<file path="config.mk">
export PLATFORM = sky130hd
export DESIGN_NAME = wb_conbus_rr
export DESIGN_NICKNAME = d
export VERILOG_FILES = /design/src/rtl/wb_conbus_pkg.sv /design/src/rtl/conbus_rr_arb.sv /design/src/rtl/wb_conbus_rr.sv
export SDC_FILE = /design/constraint.sdc
export NUM_CORES = 1
export LEC_CHECK = 0
export CAP_MARGIN = 20
export CORE_AREA = 2 2 191 193
export DETAILED_ROUTE_END_ITERATION = 10
export DIE_AREA = 0 0 193 195
export GPL_TIMING_DRIVEN = 0
export PLACE_DENSITY_LB_ADDON = 0.08
export SLEW_MARGIN = 20
export SYNTH_ARGS = -nofsm -noshare
export SYNTH_HDL_FRONTEND = slang
export SYNTH_SLANG_ARGS = --single-unit
</file>
<file path="constraint.sdc">
create_clock -name clk -period 4.1 [get_ports clk]
set_clock_uncertainty 0.05 [all_clocks]
set_input_delay 1.23 -clock clk [delete_from_list [all_inputs] [get_ports clk]]
set_output_delay 1.23 -clock clk [all_outputs]
set_load 0.01 [all_outputs]
</file>
<file path="src/rtl/wb_conbus_pkg.sv">
// Shared constants and types for the round-robin Wishbone shared bus.
// Used by wb_conbus_rr and its arbiter.
package wb_conbus_pkg;

    localparam int ADR_W  = 32;
    localparam int DAT_W  = 32;
    localparam int SEL_W  = 4;
    localparam int NS_MAX = 8;

    localparam logic [17:0] DEF_S_ADDR_TABLE =
        {3'o6, 3'o5, 3'o4, 3'o3, 3'o2, 3'o0};

    typedef enum logic [1:0] {
        IDLE = 2'd0,
        GNT0 = 2'd1,
        GNT1 = 2'd2
    } state_t;

endpackage

</file>
<file path="src/rtl/conbus_rr_arb.sv">
// Two-way round-robin bus arbiter.
// A grant is held for as long as the owner keeps its request high.
module conbus_rr_arb
    import wb_conbus_pkg::*;
(
    input  logic       clk,
    input  logic       rst,
    input  logic [1:0] req,
    output logic [1:0] gnt,
    output logic       last_grant
);

    state_t state;
    state_t state_nx;
    logic   last_nx;

    // next grant: lone requester wins, ties go to the non-last owner
    always_comb begin
        state_nx = state;
        last_nx  = last_grant;
        unique case (state)
            IDLE: begin
                if (req[0] && req[1])
                    state_nx = last_grant ? GNT0 : GNT1;
                else if (req[0])
                    state_nx = GNT0;
                else if (req[1])
                    state_nx = GNT1;
            end
            GNT0: begin
                if (!req[0]) begin
                    state_nx = IDLE;
                    last_nx  = 1'b0;
                end
            end
            GNT1: begin
                if (!req[1]) begin
                    state_nx = IDLE;
                    last_nx  = 1'b1;
                end
            end
            default: state_nx = IDLE;
        endcase
    end

    // grant state and last owner, reset leaves m1 as last owner
    always_ff @(posedge clk) begin
        if (!rst) begin
            state      <= IDLE;
            last_grant <= 1'b1;
        end else begin
            state      <= state_nx;
            last_grant <= last_nx;
        end
    end

    assign gnt = {state == GNT1, state == GNT0};

endmodule

</file>
<file path="src/rtl/wb_conbus_rr.sv">
// 2-master / NS-slave Wishbone shared bus with round-robin arbitration.
// Optional bus timeout enabled by defining WB_CONBUS_TIMEOUT_EN.
module wb_conbus_rr
    import wb_conbus_pkg::*;
#(
    parameter int                      NS           = 6,
    parameter int                      S_ADDR_W     = 3,
    parameter logic [NS*S_ADDR_W-1:0]  S_ADDR_TABLE = DEF_S_ADDR_TABLE,
    parameter int                      TIMEOUT_W    = 8
) (
    input  logic                clk,
    input  logic                rst,

    input  logic [ADR_W-1:0]    m0_adr_i,
    input  logic [DAT_W-1:0]    m0_dat_i,
    output logic [DAT_W-1:0]    m0_dat_o,
    input  logic [SEL_W-1:0]    m0_sel_i,
    input  logic                m0_we_i,
    input  logic                m0_cyc_i,
    input  logic                m0_stb_i,
    output logic                m0_ack_o,
    output logic                m0_err_o,

    input  logic [ADR_W-1:0]    m1_adr_i,
    input  logic [DAT_W-1:0]    m1_dat_i,
    output logic [DAT_W-1:0]    m1_dat_o,
    input  logic [SEL_W-1:0]    m1_sel_i,
    input  logic                m1_we_i,
    input  logic                m1_cyc_i,
    input  logic                m1_stb_i,
    output logic                m1_ack_o,
    output logic                m1_err_o,

    output logic [ADR_W-1:0]    s_adr_o,
    output logic [DAT_W-1:0]    s_dat_o,
    output logic [SEL_W-1:0]    s_sel_o,
    output logic                s_we_o,
    output logic [NS-1:0]       s_cyc_o,
    output logic [NS-1:0]       s_stb_o,
    input  logic [NS*DAT_W-1:0] s_dat_i,
    input  logic [NS-1:0]       s_ack_i
);

    logic [1:0]       gnt;
    logic             last_grant;
    logic [ADR_W-1:0] g_adr;
    logic [DAT_W-1:0] g_dat;
    logic [SEL_W-1:0] g_sel;
    logic             g_we;
    logic             g_cyc;
    logic             g_stb;
    logic             hit;
    logic [NS-1:0]    sel_oh;
    logic [DAT_W-1:0] rdat;
    logic             ack_sel;
    logic             ack;
    logic             unmapped;
    logic             tmo;
    logic             err_q;
    logic             err_own;
    logic             err_hold;
    logic [ADR_W-1:0] err_adr;

    conbus_rr_arb u_arb (
        .clk        (clk),
        .rst        (rst),
        .req        ({m1_cyc_i, m0_cyc_i}),
        .gnt        (gnt),
        .last_grant (last_grant)
    );

    // granted master drives the shared slave bus
    always_comb begin
        g_adr = '0;
        g_dat = '0;
        g_sel = '0;
        g_we  = 1'b0;
        g_cyc = 1'b0;
        g_stb = 1'b0;
        unique case (1'b1)
            gnt[0]: begin
                g_adr = m0_adr_i;
                g_dat = m0_dat_i;
                g_sel = m0_sel_i;
                g_we  = m0_we_i;
                g_cyc = m0_cyc_i;
                g_stb = m0_stb_i & m0_cyc_i;
            end
            gnt[1]: begin
                g_adr = m1_adr_i;
                g_dat = m1_dat_i;
                g_sel = m1_sel_i;
                g_we  = m1_we_i;
                g_cyc = m1_cyc_i;
                g_stb = m1_stb_i & m1_cyc_i;
            end
            default: ;
        endcase
    end

    // address decode, lowest matching slave wins
    always_comb begin
        hit    = 1'b0;
        sel_oh = '0;
        for (int i = NS - 1; i >= 0; i--) begin
            if (g_adr[ADR_W-1 -: S_ADDR_W] ==
                S_ADDR_TABLE[i*S_ADDR_W +: S_ADDR_W]) begin
                hit    = 1'b1;
                sel_oh = '0;
                sel_oh[i] = 1'b1;
            end
        end
    end

    // read data and ack from the selected slave
    always_comb begin
        rdat = '0;
        for (int i = 0; i < NS; i++) begin
            if (sel_oh[i])
                rdat = s_dat_i[i*DAT_W +: DAT_W];
        end
    end

    assign ack_sel  = |(s_ack_i & sel_oh);
    assign ack      = g_stb & ack_sel;
    assign unmapped = g_stb & ~hit;

    assign s_adr_o = g_adr;
    assign s_dat_o = g_dat;
    assign s_sel_o = g_sel;
    assign s_we_o  = g_we;
    assign s_cyc_o = g_cyc ? sel_oh : '0;
    assign s_stb_o = (g_stb & ~tmo) ? sel_oh : '0;

`ifdef WB_CONBUS_TIMEOUT_EN
    localparam logic [TIMEOUT_W-1:0] TMO_LAST =
        {{(TIMEOUT_W-1){1'b1}}, 1'b0};

    logic [TIMEOUT_W-1:0] tmo_cnt;
    logic                 stall;

    // tmo_cnt holds the stalled cycles before this one; grant changes
    // always pass through IDLE, which already breaks the stall
    assign stall = g_stb & hit & ~ack_sel;
    assign tmo   = stall & (tmo_cnt == TMO_LAST);

    // stall counter, cleared on ack, error or idle bus
    always_ff @(posedge clk) begin
        if (!rst)
            tmo_cnt <= '0;
        else if (!stall || tmo)
            tmo_cnt <= '0;
        else
            tmo_cnt <= tmo_cnt + 1'b1;
    end
`else
    assign tmo = 1'b0;
`endif

    // one registered err pulse per unmapped strobe/address
    always_ff @(posedge clk) begin
        if (!rst) begin
            err_q    <= 1'b0;
            err_own  <= 1'b0;
            err_hold <= 1'b0;
            err_adr  <= '0;
        end else begin
            err_q <= unmapped & ~(err_hold && g_adr == err_adr);
            if (unmapped) begin
                err_hold <= 1'b1;
                err_adr  <= g_adr;
                err_own  <= gnt[1];
            end else begin
                err_hold <= 1'b0;
            end
        end
    end

    assign m0_ack_o = gnt[0] & ack;
    assign m1_ack_o = gnt[1] & ack;
    assign m0_dat_o = gnt[0] ? rdat : '0;
    assign m1_dat_o = gnt[1] ? rdat : '0;
    assign m0_err_o = gnt[0] & ((err_q & ~err_own) | tmo);
    assign m1_err_o = gnt[1] & ((err_q & err_own) | tmo);

endmodule

</file>
==> results.json <==
{
  "cts_tree": "yes",
  "die_w_um": 193,
  "numPortBuffers": 489,
  "min_to": "err_adr[21]$_SDFFE_PN0P_",
  "ys_top_cells_by_area": "dfxtp_1 15%, nor2_1 10%, a22oi_1 10%, a2111oi_2 8.6%, o21ai_0 7.7%",
  "ant_nets": 0,
  "p_leak_nw": 5.04,
  "setup_violations": 66,
  "antenna_found_initial": 8,
  "critical_path_peak_fanout": 6,
  "route.met2.wl_mm": 22.0,
  "required_ns": 2.82,
  "grt_max_degree": 12,
  "highest_layer": "met5",
  "yosysWarnings": 0,
  "grt_use_total_pct": 20.9,
  "p_comb_share_pct": 66.9,
  "maxSlewViolCount": 0,
  "fin_ws_ns": -0.307,
  "start_util_pct": 14.2,
  "grt_pass1_vias": 8530,
  "synth_seq_cells": 38,
  "seqPwrFrac_pct": 15.0,
  "violations": "setup timing",
  "route.vias.total": 8297,
  "switching_share_pct": 37.6,
  "r2r-start": "u_arb.state[0]$_SDFFE_PN0P_",
  "rrSetupSlack_ns": 1.26,
  "fp-row-count": 69,
  "synth_ff_type": "dfxtp_1",
  "h-tree-depth": 2,
  "min_from": "err_adr[21]$_SDFFE_PN0P_",
  "drt-pass1-iter-count": 5,
  "synth_fp_nets": 1105,
  "numCtsBuffers": 5,
  "p_sw_mw": 0.948,
  "cts.sinks": 38,
  "synth_top_area_share_pct": 15.1,
  "gp_congestion": 0.848,
  "min_period_over_period_pct": 107,
  "ys_seq_area_share_pct": 15.1,
  "ys_async_sr_fraction_pct": 0,
  "powerDensity_nw_per_um2": 191,
  "yosysTopAreaCell": "dfxtp_1",
  "hold_depth": 2,
  "hold_violations": 0,
  "synth_xor_area_share_pct": 5.38,
  "fin_setup_tns_ns": -12.37,
  "synthMuxAreaShare_pct": 0.223,
  "synth_adder_area_share_pct": 0.744,
  "synth-simple-area-share_pct": 25.5,
  "die_area_um2": 37600,
  "met1_length_mm": 16.1,
  "hold_path_class": "reg -> reg",
  "clock_latency_ns": 0.29,
  "synth_top_family_by_area": "compound AO/OA/AOI/OAI gates",
  "r2r_end": "err_q$_SDFF_PN0_",
  "fillCellCount": 3719,
  "syn_to_final_growth_pct": 162,
  "wl_met3_mm": 2.65,
  "critPathKind": "in -> out",
  "min_period_ns": 4.41,
  "power.internal_mw": 1.57,
  "wl_per_cell_um": 23.1,
  "layout-drive-gt1-share_pct": 29.8,
  "synth_area_um2": 5040,
  "status": "finished with violations",
  "fp.coreArea_um2": 35400,
  "syn_area_per_cell_um2": 6.64,
  "cp.arrival_ns": 3.13,
  "critPathCaptureType": "output pin",
  "grt_pass1_wl_mm": 58.3,
  "synth_edf_count": 0,
  "post-route-util_pct": 37.3,
  "pre_cts_slack_ns": -1.79,
  "clockPowerShare_pct": 18.1,
  "relSlewSlack_pct": 54.8,
  "cts_root_buffer": "clkbuf_16",
  "nNetsFinal": 1681,
  "cts.clk_slew.worst_paths_ns": 0.06,
  "wl_mm": 41.7,
  "reg2reg_depth": 10,
  "startpoint_type": "input port",
  "clockBufferDepth": 2,
  "syn_inst": 760,
  "drv_cap": 0,
  "vdd_drop_max_uv": 133,
  "ys_types": 48,
  "fmax_ghz": 0.227,
  "fin_hold_ws_ns": 0.412,
  "io-pin-count": 491,
  "drc_errors": 0,
  "synth_compound_gate_area_share_pct": 46.3,
  "grt_overflow_total": 0,
  "drt_iter0_markers": 373,
  "total_power_mw": 2.52,
  "post-dp-hpwl_mm": 32.6,
  "rsz0062_at_grt": "true",
  "viasPerCell": 4.60,
  "max_slew.worst_pin.slew_ns": 0.678,
  "die_h_um": 195
}
==> state kept, by name, indices dropped and copies added (netlist names) <==
register,cells
err_adr,32
err_hold,1
err_own,1
u_arb.state,2
err_q,1
u_arb.last_grant,1
==> power by group through the flow <==
| stage | Sequential [mW] | Clock (mW) | Combinational [mW] |
|---|---|---|---|
| floorplan | 0.383 | 0 | 0.544 |
| global placement | 0.384 | 0 | 1.29 |
| detailed placement | 0.384 | 0 | 1.28 |
| CTS | 0.376 | 0.468 | 1.63 |
| global route | 0.378 | 0.485 | 1.80 |
| finish | 0.378 | 0.455 | 1.69 |
==> routing by layer <==
| layer | vias up | global-route usage [%] |
|---|---|---|
| li1 | 3955 | - |
| met1 | 4013 | 23.8 |
| met2 | 282 | 39.5 |
| met3 | 45 | 3.86 |
| met4 | 2 | 5.53 |
| met5 | - | 0 |
==> worst max path at each step <==
| stage | from | end | slack [ns] | cells after the start |
|---|---|---|---|---|
| 6_report | m1_adr_i[31] | m0_dat_o[7] | -0.31 | 11 |
| 4_1_cts | m1_adr_i[31] | m0_dat_o[14] | -0.29 | 11 |
| 5_1_grt | m1_adr_i[31] | m1_dat_o[29] | -0.37 | 12 |
| 3_5_place_dp | m1_adr_i[30] | m1_dat_o[2] | -1.79 | 10 |
| 2_1_floorplan | m1_adr_i[30] | m0_dat_o[22] | 0.15 | 8 |
| 3_3_place_gp | m1_adr_i[30] | m1_dat_o[2] | -1.84 | 10 |
==> critical path: stages <==
cell,delay [ns]
buf_8,0.10
a22oi_4,0.32
buf_6,0.16
nand3_4,0.12
buf_12,0.18
buf_12,0.14
o21ai_4,0.13
a211oi_2,0.10
a2111oi_4,0.39
nor2_1,0.09
buf_2,0.15
==> Yosys cell counts (all sizes together), types with 2 or more instances <==
cell type / instances
a2111oi: 33
a211oi: 32
xor2: 27
inv: 5
nand4: 5
and3: 2
a22o: 4
and2: 38
o22ai: 32
buf: 41
a21oi: 4
o21ai: 103
clkbuf: 37
a21boi: 34
ha: 3
nor2: 142
nor3: 3
nand3: 7
xnor2: 4
dfxtp: 38
o21a: 2
nor4: 10
a22oi: 70
nand2: 75
==> layout by cell type (no fill, tap or decap), types with 12 or more instances in the layout <==
cell type | Yosys | layout
a211oi_2 | 0 | 20
buf_2 | 25 | 70
clkbuf_8 | 0 | 17
o21ai_4 | 0 | 15
nor2_1 | 141 | 134
clkdlybuf4s50_1 | 0 | 395
a22oi_1 | 69 | 67
xor2_1 | 27 | 27
and2_4 | 0 | 16
nand2_1 | 75 | 74
a2111oi_4 | 0 | 31
dfxtp_1 | 38 | 37
buf_6 | 0 | 38
a21boi_1 | 30 | 30
o22ai_4 | 0 | 17
and2_1 | 38 | 22
o21ai_2 | 0 | 14
buf_12 | 0 | 15
clkbuf_4 | 0 | 12
o21ai_0 | 78 | 71
buf_4 | 0 | 46
==> cell type report <==
cell class / count / area [um^2] / area share [%]
clock inverters: 1 / 30.0 / 0.227
flip-flops and latches: 38 / 762 / 5.77
repair buffers: 569 / 5500 / 41.6
multi-input cells: 639 / 5340 / 40.4
plain buffers: 78 / 825 / 6.24
inverters: 5 / 18.8 / 0.142
diodes: 7 / 17.5 / 0.133
clock buffers: 6 / 139 / 1.05
well taps: 461 / 577 / 4.37
==> timing repair <==
item / 4_1_cts / 5_1_grt
pin swaps: 140 / 40
gates resized for setup: 700 / 70
endpoints found under the hold margin: 0 / 0
buffers inserted: 60 / 17
hold buffers: 0 / 0
endpoints found under the setup margin: 130 / 122
cloned: 7 / 0
==> logic make-up after synthesis <==
| family | after synthesis |
|---|---|
| AOI/OAI and AO/OA | 318 |
| xor gates and xnor gates | 31 |
| adders and majority gates | 3 |
| buffers and inverters | 83 |
| DFF | 38 |
| muxes | 1 |
| and+or+nand+nor | 286 |
==> stage by stage <==
| stage | std cells | cell area, um^2 |
|---|---|---|
| floorplan | 760 | 5040 |
| finish | 1804 | 13200 |
| global placement | 1710 | 10500 |
| detailed placement | 1710 | 10500 |
| global route | 1803 | 13200 |
| CTS | 1783 | 12800 |
(Power assumes the default switching activity.)
